--- src/rtl/core_pkg.sv ---
// Shared L1 cache constants and types used by the tag-store write controller.
package core_pkg;

    localparam int L1_SETS    = 256;
    localparam int L1_IDX_W   = 8;
    localparam int L1_ENTRY_W = 19;

    // One tag-store entry: valid flag on top of the tag.
    typedef struct packed {
        logic                  valid;
        logic [L1_ENTRY_W-2:0] tag;
    } l1_tag_entry_t;

    typedef enum logic {
        TW_INIT = 1'b0,
        TW_RUN  = 1'b1
    } tag_wr_state_t;

endpackage

--- src/rtl/l1_tag_writer.sv ---
// Write-port controller for the L1 tag SRAM: initial invalidate sweep,
// fill/invalidate requests, and same-set read/write bypass.
//
// Handshake: a request transfers on a rising edge where wr_valid and wr_ready
// are both high; wr_valid may be raised at any time and the request fields must
// be stable while wr_valid is high; wr_ready never depends on wr_valid.
module l1_tag_writer
    import core_pkg::*;
#(
    parameter int ENTRY_W = L1_ENTRY_W,
    parameter int SETS    = L1_SETS,
    parameter int IDX_W   = L1_IDX_W
) (
    input  logic               clk,
    input  logic               rst,
    input  logic               flush,
    input  logic               wr_valid,
    output logic               wr_ready,
    input  logic [IDX_W-1:0]   wr_idx,
    input  logic [ENTRY_W-2:0] wr_tag,
    input  logic               wr_inv,
    input  logic               rd_en,
    input  logic [IDX_W-1:0]   rd_idx,
    output logic               sram_csb0,
    output logic [IDX_W-1:0]   sram_addr0,
    output logic [ENTRY_W-1:0] sram_din0,
    output logic               init_done,
    output logic               byp_valid,
    output logic [ENTRY_W-1:0] byp_data,
    output tag_wr_state_t      dbg_state
);

    // One extra bit so comparing against SETS-1 never aliases after wrap.
    localparam logic [IDX_W:0] LAST_CNT = (IDX_W+1)'(SETS - 1);

    tag_wr_state_t      state_q, state_d;
    logic [IDX_W:0]     cnt_q, cnt_d;
    logic               csb0_q, csb0_d;
    logic [IDX_W-1:0]   addr0_q, addr0_d;
    logic [ENTRY_W-1:0] din0_q, din0_d;
    logic               init_done_q, init_done_d;
    logic               byp_valid_q, byp_valid_d;
    logic [ENTRY_W-1:0] byp_data_q, byp_data_d;
    logic               accept;

    // Requests are only taken once the sweep has fully retired and no flush is pending.
    assign wr_ready = (state_q == TW_RUN) && init_done_q && !flush;
    assign accept   = wr_valid && wr_ready;

    // Next-state for the FSM, sweep counter and write-port registers.
    always_comb begin
        state_d     = state_q;
        cnt_d       = cnt_q;
        csb0_d      = 1'b1;
        addr0_d     = addr0_q;
        din0_d      = din0_q;
        init_done_d = init_done_q;
        if (state_q == TW_INIT) begin
            init_done_d = 1'b0;
            if (flush) begin
                cnt_d = '0;
            end else begin
                csb0_d  = 1'b0;
                addr0_d = cnt_q[IDX_W-1:0];
                din0_d  = '0;
                cnt_d   = cnt_q + (IDX_W+1)'(1);
                if (cnt_q == LAST_CNT) begin
                    state_d = TW_RUN;
                end
            end
        end else begin
            if (flush) begin
                state_d     = TW_INIT;
                cnt_d       = '0;
                init_done_d = 1'b0;
            end else begin
                // First RUN cycle still shows the last sweep write; done follows it.
                init_done_d = 1'b1;
                if (accept) begin
                    csb0_d  = 1'b0;
                    addr0_d = wr_idx;
                    din0_d  = wr_inv ? '0 : {1'b1, wr_tag};
                end
            end
        end
    end

    // Bypass: a read of the set being written this cycle sees the new entry next cycle.
    always_comb begin
        byp_valid_d = 1'b0;
        byp_data_d  = byp_data_q;
        if (rd_en) begin
            if (state_q == TW_INIT) begin
                byp_valid_d = 1'b1;
                byp_data_d  = '0;
            end else if (!csb0_q && (addr0_q == rd_idx)) begin
                byp_valid_d = 1'b1;
                byp_data_d  = din0_q;
            end
        end
    end

    // State and port registers; reset drops any in-flight write.
    always_ff @(posedge clk or posedge rst) begin
        if (rst) begin
            state_q     <= TW_INIT;
            cnt_q       <= '0;
            csb0_q      <= 1'b1;
            addr0_q     <= '0;
            din0_q      <= '0;
            init_done_q <= 1'b0;
            byp_valid_q <= 1'b0;
            byp_data_q  <= '0;
        end else begin
            state_q     <= state_d;
            cnt_q       <= cnt_d;
            csb0_q      <= csb0_d;
            addr0_q     <= addr0_d;
            din0_q      <= din0_d;
            init_done_q <= init_done_d;
            byp_valid_q <= byp_valid_d;
            byp_data_q  <= byp_data_d;
        end
    end

    assign sram_csb0  = csb0_q;
    assign sram_addr0 = addr0_q;
    assign sram_din0  = din0_q;
    assign init_done  = init_done_q;
    assign byp_valid  = byp_valid_q;
    assign byp_data   = byp_data_q;
    assign dbg_state  = state_q;

endmodule

--- config.mk ---
export PLATFORM = sky130hd
export DESIGN_NAME = l1_tag_writer
export DESIGN_NICKNAME = d
export VERILOG_FILES = /design/src/rtl/core_pkg.sv /design/src/rtl/l1_tag_writer.sv
export SDC_FILE = /design/constraint.sdc
export NUM_CORES = 1
export LEC_CHECK = 0
export ABC_AREA = 1
export BUFFER_PORTS_ARGS = -buffer_cell sky130_fd_sc_hd__buf_2
export CORE_MARGIN = 1
export CORE_UTILIZATION = 52
export CTS_BUF_LIST = sky130_fd_sc_hd__clkbuf_4
export DETAILED_ROUTE_END_ITERATION = 7
export PLACE_DENSITY_LB_ADDON = 0.3
export SETUP_SLACK_MARGIN = 0.4
export SYNTH_ARGS = -nofsm -noshare
export SYNTH_HDL_FRONTEND = slang
export SYNTH_SLANG_ARGS = --single-unit
--- constraint.sdc ---
create_clock -name clk -period 1.9 [get_ports clk]
set_input_delay 0 -clock clk [delete_from_list [all_inputs] [get_ports clk]]
set_output_delay 0 -clock clk [all_outputs]
set_load 0.02 [all_outputs]
# After elaboration in Yosys (flattened, before gate mapping)
# Index checks and enable logic that the tools add are counted.
# totals
latch_bits	0
ram_bits	0
out_inout_bits	51
wordCells	49
ff_bits	59
rom_bits	0
in_bits	40
n_memories	0
# classes
n_mux	26
n_div	0
addsub	1
n_eq_ne	5
n_shift	0
reduce_logical	8
order_cmp	0
bitwise_logic	1
mul	0
# op_table
op	n
19-bit two-way mux	7
8-bit two-way mux	4
9-bit two-way mux	3
1-bit two-way mux	12
9-bit by 1-bit adder with 9-bit output (second input constant)	1
9-bit by 8-bit == test with 1-bit output (second input constant)	1
8-bit == test	1
1-bit logical AND	4
2-bit by 1-bit inequality test with 1-bit output (second input constant)	2
2-bit AND reduction	2
1-bit logical NOT	2
2-bit inequality test (second input constant)	1
1-bit NOT	1

# Depth between registers and ports, before layout
# Gate-level depths: netlist of the first run.
# depth
depth_word	6
mapped_depth	12
ltp_nobuf	11

# Worst setup path after synthesis of the first run
# OpenSTA, ideal clock, no wires.
# synth_path
path_type	reg-to-reg
start	reg state_q, in the netlist dbg_state
end	reg din0_q[9], in the netlist sram_din0[9]
period_less_slack_ns	1.576
t_arrival_ns	1.459
path_stages_with_launch	9
setup_time_ns	0.117
slack_ns	0.324
required_time_ns	1.783
path_buffers	1
cell_sequence	dfrtp_1 nand2_1 nor2_1 nand2_1 nand2_2 inv_2 buf_2 nand2_1 nand2_1
# synth_via
elab_chain_len	5
word_cells_on_any_way	6
classes_between	1 x eq/ne; 1 x mux; 4 x reduce/logical
# synth_rtl
element	line_no	rtl
start, declared	l1_tag_writer.sv:36	tag_wr_state_t state_q, state_d;
start signal, assigned	l1_tag_writer.sv:115	state_q <= state_d;
1-bit logical AND (2 in a row)	l1_tag_writer.sv:47	assign wr_ready = (state_q == TW_RUN) && init_done_q && !flush;
net wr_ready	l1_tag_writer.sv:18	output logic wr_ready,
1-bit logical AND	l1_tag_writer.sv:48	assign accept = wr_valid && wr_ready;
2-bit by 1-bit inequality test with 1-bit output (no source line)	--	
2-bit AND reduction (no source line)	--	
end signal, assigned	l1_tag_writer.sv:119	din0_q <= din0_d;
end, declared	l1_tag_writer.sv:40	logic [ENTRY_W-1:0] din0_q, din0_d;
# The timed path passes the listed nets, and every way through them passes these cells.
# A chain may end at the register's enable or synchronous reset.

# Worst setup path in the final report of the first run
# layout_path
start	reg addr0_q[6], in the netlist sram_addr0[6]
end	reg byp_data_q[7], in the netlist byp_data[7]
# layout_via
elab_chain_len	4
# layout_rtl
element	line_no	rtl
start, declared	l1_tag_writer.sv:39	logic [IDX_W-1:0] addr0_q, addr0_d;
start signal, assigned	l1_tag_writer.sv:118	addr0_q <= addr0_d;
8-bit == test	l1_tag_writer.sv:96	end else if (!csb0_q && (addr0_q == rd_idx)) begin
1-bit logical AND	l1_tag_writer.sv:96	
2-bit by 1-bit inequality test with 1-bit output (no source line)	--	
2-bit AND reduction (no source line)	--	
end signal, assigned	l1_tag_writer.sv:122	byp_data_q <= byp_data_d;
end, declared	l1_tag_writer.sv:43	logic [ENTRY_W-1:0] byp_data_q, byp_data_d;
# Every way passes these cells.

==> qor.yml, run 1 <==
outcome:
  outcome: "completed"
finish:
  finish.instance_area_mm2: 0.003830
  mostFrequentLayoutCell: "nand2_1"
  fillers: 342
  diodes: 0
  nets: 505
  syn_to_final_growth_pct: 41.19
  final_cell_mix: "122 x nand2_1, 90 x buf_2, 57 x dfrtp_1"
  drive_gt1_share_pct: 31.69
  fin_cells: 534
  fin_util_pct: 78.49
sta:
  whs_ps: 60.24
  fin_crit_sh_pct: 76.47
  fin_skew_ps: 12.72
  hold_viol: 0
  setup-violations-final: 0
  finalSetupTns_ps: 0
  setup_slack_ps: 447.1
  relSlewSlack_pct: 63.49
  final_max_slew_viol_count: 0
  fin_crit_ps: 1453
  worstMarginPinSlew_ps: 546.9
  fmax_ghz: 0.6883
  rsz0062_at_grt: "true"
grt:
  grt_pass1_wl_mm: 11.72
  overflow: 0
  grt_usage_pct: 28.71
  antenna_found_initial: 0
  grt_pass1_vias: 2510
  grt_max_degree: 37
pwr:
  seqPwrFrac_pct: 50.4
  total_power_mw: 2.543
  p_per_area_mw_per_mm2: 664.1
  power_leakage_nw: 2.200
  ir_worst_vdd_mv: 0.5320
  p_comb_share_pct: 10.6
  intPower_mw: 1.912
  p_sw_uw: 631.8
  switching_share_pct: 24.84
  pwr-share-clk_pct: 39.0
floorplan:
  start_util_pct: 55.59
  die_y_um: 74.23
  die_width_um: 74.23
  num_rows: 25
  dieArea_mm2: 0.005509
  pin_count: 91
  fp.coreArea_mm2: 0.004880
detailed_routing:
  drt_iter0_drc: 184
  wl_met1_mm: 3.125
  ant_nets: 0
  met3_length_um: 524
  wl_met2_mm: 3.993
  drc: 0
  viasPerCell: 5.253
  via_count: 2805
  highest_layer: "met4"
  wl_per_cell_um: 14.58
  drt_wl_total_mm: 7.785
  first_pass_iters: 4
logic_synthesis:
  synth_warnings: 0
  syn_inst: 329
  synth-seq-cells: 59
  ys_types: 26
  postSynthAreaPerCell_um2: 8.245
  syn-num-nets: 371
  yosysSeqAreaShare_pct: 54.47
  synthesis.area_mm2: 0.002713
worst_hold_path:
  hold_class: "input port to register"
  hp-start: "rd_en"
  hold_depth: 3
  holdPathEnd: "byp_data[1]$_DFFE_PP0P_"
setup_path:
  endpoint_kind: "register"
  r2r_end: "byp_data[7]$_DFFE_PP0P_"
  rr_startpoint: "sram_addr0[6]$_DFFE_PP0P_"
  cp-start-kind: "register"
  crit_arrival_ps: 1750
  rr_worst_depth: 11
  crit_type: "register to register"
  cp_max_fo: 6
  critPathRequiredTime_ps: 2200
  reg2reg_slack_ps: 450
placed_design:
  dpl_cell_area_mm2: 0.003228
  dp_slack_ps: 318.6
  place.gp.congestion: 0.8507
  portBuffers: 90
  placedCellCount: 479
  dp_hpwl_mm: 4.640
clock_network:
  cts_tree: "built"
  clock-sinks: 59
  ctsHtreeMaxLevel: 3
  path_clk_slew_ps: 110
  root_buffer: "clkbuf_4"
  cts-buffers-inserted: 9
  clk-insertion-delay-late_ps: 400
  clock_path_buffers: 2
job:
  cap_violations: 0
## worst max-delay path by stage
stage | from | endpoint | slack, ps | cells after the start
global route | sram_addr0[6]$_DFFE_PP0P_ | byp_data[0]$_DFFE_PP0P_ | 370 | 11
CTS | sram_addr0[2]$_DFFE_PP0P_ | byp_data[14]$_DFFE_PP0P_ | 400 | 7
floorplan | dbg_state$_DFF_PP0_ | sram_din0[9]$_DFFE_PP0P_ | 430 | 8
finish | sram_addr0[6]$_DFFE_PP0P_ | byp_data[7]$_DFFE_PP0P_ | 450 | 11
global placement | dbg_state$_DFF_PP0_ | sram_addr0[5]$_DFFE_PP0P_ | 360 | 7
detailed placement | dbg_state$_DFF_PP0_ | sram_addr0[5]$_DFFE_PP0P_ | 320 | 7
## layer usage
metal,GRT usage [%],vias to the layer above
met4,13.21,0
li1,-,1335
met1,37.69,1332
met5,0,-
met2,46.67,125
met3,5.149,13
## cell type report
type | instances | area, um^2 | area share, %
Tap cell | 67 | 83.83 | 2.189
Inverter | 33 | 126.4 | 3.300
Clock buffer | 9 | 67.56 | 1.764
Clock inverter | 6 | 81.33 | 2.123
Sequential cell | 59 | 1479 | 38.61
Multi-Input combinational cell | 223 | 1062 | 27.74
Timing Repair Buffer | 137 | 929.6 | 24.27
## cells by family (layout without fill, tap and decap cells)
logic type                 Yosys count  after routing  synth area share, %
buffers and inverters               48            185                8.026
and+or+nand+nor                    190            191                30.40
AOI/OAI and AO/OA                   30             30                6.181
DFF                                 59             59                54.47
adders and majority gates            2              2               0.9224
## worst max-delay path, cell delays in order, from the launching register on
cell and delay (ps):
dfrtp_1 430, inv_2 80, nand2_1 50, nand2_1 80
nand3_2 80, nor2_2 90, nand2_1 60, nand2_2 100
nand2_4 90, clkbuf_16 180, nand2_1 60, nand2_1 50
## flip-flops by register name, indices dropped and copies added, names as in the netlist
register    count
sram_csb0       1
init_done       1
cnt_q           9
byp_valid       1
byp_data       19
dbg_state       1
sram_din0      19
sram_addr0      8
## what timing repair did
action                                 CTS  global route
gates resized for setup                  3            18
hold buffers                            30             0
pin swaps                                1             3
setup endpoints to repair               40            46
cloned                                   0             2
setup buffers                            0             8
endpoints found under the hold margin   51             0
## power by group through the flow
stage | Combinational [mW] | Clock, mW | Sequential, mW
finish | 0.269 | 0.992 | 1.28
global route | 0.296 | 1.04 | 1.28
CTS | 0.243 | 0.994 | 1.28
detailed placement | 0.195 | 0 | 1.31
global placement | 0.190 | 0 | 1.31
floorplan | 0.0996 | 0 | 1.32
## synth_stat cells (all sizes together)
cell type / count / area [um^2]
a31oi: 1 / 6.260
nand3: 23 / 120.1
o22ai: 1 / 6.260
dfrtp: 58 / 1451
a21oi: 7 / 35.03
inv: 33 / 123.9
o21ai: 15 / 75.07
ha: 2 / 25.02
clkbuf: 3 / 15.02
buf: 12 / 78.82
dfstp: 1 / 26.28
nand2b: 1 / 6.260
nor2: 14 / 67.57
o21bai: 1 / 7.510
nor3: 4 / 20.02
nand2: 127 / 479.2
nand4: 21 / 131.4
o211ai: 5 / 37.54
No activity file was read; power rests on OpenSTA's default activity.
==> inputs of run 2 (changes only) <==
--- a/config.mk
+++ b/config.mk
@@ -8,7 +8,7 @@
 export ABC_AREA = 1
 export BUFFER_PORTS_ARGS = -buffer_cell sky130_fd_sc_hd__buf_2
 export CORE_MARGIN = 1
-export CORE_UTILIZATION = 52
+export CORE_UTILIZATION = 47
 export CTS_BUF_LIST = sky130_fd_sc_hd__clkbuf_4
 export DETAILED_ROUTE_END_ITERATION = 7
 export PLACE_DENSITY_LB_ADDON = 0.3
==> constraint.sdc (replaced) <==
create_clock -name clk -period 1.3 [get_ports clk]
set_input_delay 0 -clock clk [delete_from_list [all_inputs] [get_ports clk]]
set_output_delay 0 -clock clk [all_outputs]
set_load 0.02 [all_outputs]
==> run 2 against run 1 <==
Effect of this change:
- the run now ends with negative setup slack left
- sequential power up 48%
- final area up 40%
- highest routed layer is now met5
- first-iteration DRC count rose to 3.5 times the previous value
- final cell count up 14%
- clock skew up 13 ps
- worst setup slack worse by 1000 ps
- die area up 10%
==> qor.yml, run 2 (synthesized netlist as in run 1, its figures left out) <==
sta:
  fin_crit_ps: 1863
  fmax_ghz: 0.5368
  setup-violations-final: 56
  setup_slack_ps: -562.9
  relSlewSlack_pct: 66.61
  fin_crit_sh_pct: 143.3
  worstMarginPinSlew_ps: 495.6
  fin_skew_ps: 26.17
  final_max_slew_viol_count: 0
  rsz0062_at_grt: "true"
  whs_ps: 56.78
  hold_viol: 0
job:
  cap_violations: 0
clock_network:
  root_buffer: "clkbuf_4"
  path_clk_slew_ps: 140
  cts-buffers-inserted: 9
  cts_tree: "built"
  clock-sinks: 59
  clock_path_buffers: 2
  ctsHtreeMaxLevel: 3
  clk-insertion-delay-late_ps: 440
setup_path:
  rr_startpoint: "sram_addr0[4]$_DFFE_PP0P_"
  cp-start-kind: "register"
  cp_max_fo: 19
  endpoint_kind: "register"
  crit_arrival_ps: 2230
  reg2reg_slack_ps: -560
  rr_worst_depth: 9
  crit_type: "register to register"
  critPathRequiredTime_ps: 1660
  r2r_end: "byp_data[9]$_DFFE_PP0P_"
detailed_routing:
  via_count: 3947
  drt_wl_total_mm: 15.95
  viasPerCell: 6.492
  drt_iter0_drc: 636
  wl_per_cell_um: 26.23
  first_pass_iters: 6
  drc: 0
  ant_nets: 0
floorplan:
  pin_count: 91
  dieArea_mm2: 0.006079
  num_rows: 27
  die_width_um: 77.97
  fp.coreArea_mm2: 0.005540
  die_y_um: 77.97
  start_util_pct: 48.96
placed_design:
  dp_hpwl_mm: 4.745
  place.gp.congestion: 0.8355
  portBuffers: 90
  placedCellCount: 491
  dp_slack_ps: -42.28
pwr:
  p_per_area_mw_per_mm2: 810.7
  ir_worst_vdd_mv: 0.7856
  power_leakage_nw: 2.840
finish:
  fillers: 101
  seqCellArea_mm2: 0.001493
  diodes: 0
  mostFrequentLayoutCell: "buf_6"
  final_cell_mix: "62 x buf_6, 60 x nand2_1, 57 x buf_4"
  nets: 573
  syn_to_final_growth_pct: 98.06
  fin_cells: 608
  multi_input_area_mm2: 0.001488
  drive_gt1_share_pct: 60.07
grt:
  grt_usage_pct: 33.74
  grt_max_degree: 60
  antenna_found_initial: 0
  grt_pass1_vias: 3244
  overflow: 0
  grt_pass1_wl_mm: 15.45
outcome:
  failed_checks: "negative setup slack"
  outcome: "finished, violations left"
worst_hold_path:
  hold_class: "input port to register"
  holdPathEnd: "byp_data[7]$_DFFE_PP0P_"
  hp-start: "rd_en"
  hold_depth: 3
-- run 2: cell count changes in the layout (fill, tap and decap cells not counted), moves of 8 or more --
| cell | change |
|---|---|
| nand2_4 | +15 |
| buf_4 | +46 |
| buf_2 | -51 |
| dfrtp_1 | -11 |
| nand2_1 | -62 |
| dfrtp_2 | +11 |
| buf_6 | +61 |
| nand2_2 | +43 |
| o21ai_0 | -13 |
| o21ai_2 | +8 |
-- run 2: through the flow --
stage | area (um^2) | TNS (ps) | total power [mW] | utilization, %
2_1_floorplan | 2818 | -216.1 | 2.100 | -
5_1_grt | 5373 | -14850 | 4.418 | 96.97
6_report | 5373 | -12610 | 4.356 | 96.97
3_5_place_dp | 3392 | -599.7 | 2.237 | 61.22
3_3_place_gp | 3392 | -287.5 | 2.231 | 61.22
4_1_cts | 4712 | -909.8 | 4.062 | 85.05
-- run 2: layer usage --
metal / vias up / track usage [%] / part of all wire, %
li1: 1466 / - / -
met1: 1795 / 36.62 / 30
met2: 477 / 58.85 / 45
met3: 205 / 6.824 / 13
met4: 4 / 23.52 / 11
met5: - / 0 / 0.58
-- run 2: critical path: stages, from the launching register on --
cell	delay, ps
dfrtp_2	430
inv_1	120
nand2_1	120
nand2_1	70
nor2_2	140
nand3_2	120
nor2_4	120
buf_12	170
nand4_1	320
nand2_1	200
-- run 2: cell type report --
cell class | count | area share [%]
inverters | 33 | 2.678
repair buffers | 203 | 36.00
flip-flops and latches | 59 | 27.78
well taps | 72 | 1.677
multi-input cells | 223 | 27.69
repair inverters | 2 | 0.7685
clock buffers | 9 | 1.258
clock inverters | 7 | 2.143
-- run 2: report_power, final --
part | internal (mW) | switching, mW | total [mW]
Combinational | 0.276 | 0.352 | 0.628
Sequential | 1.86 | 0.0364 | 1.89
Clock | 0.970 | 0.863 | 1.83
-- run 2: worst max path at each step --
stage                               from                        to  depth (start not counted)
3_3_place_gp   sram_addr0[6]$_DFFE_PP0P_   byp_data[1]$_DFFE_PP0P_                         11
5_1_grt        sram_addr0[5]$_DFFE_PP0P_   byp_data[9]$_DFFE_PP0P_                          8
2_1_floorplan        dbg_state$_DFF_PP0_  sram_din0[9]$_DFFE_PP0P_                          8
3_5_place_dp   sram_addr0[7]$_DFFE_PP0P_   byp_data[7]$_DFFE_PP0P_                         11
6_report       sram_addr0[4]$_DFFE_PP0P_   byp_data[9]$_DFFE_PP0P_                          9
4_1_cts        sram_addr0[6]$_DFFE_PP0P_  byp_data[11]$_DFFE_PP0P_                         11
-- run 2: what timing repair did --
item | 4_1_cts | 5_1_grt
pin swaps | 26 | 22
setup buffers | 34 | 29
hold buffers | 30 | 0
gates cloned | 3 | 5
endpoints found under the setup margin | 110 | 110
gates resized for setup | 166 | 94
endpoints found under the hold margin | 88 | 0
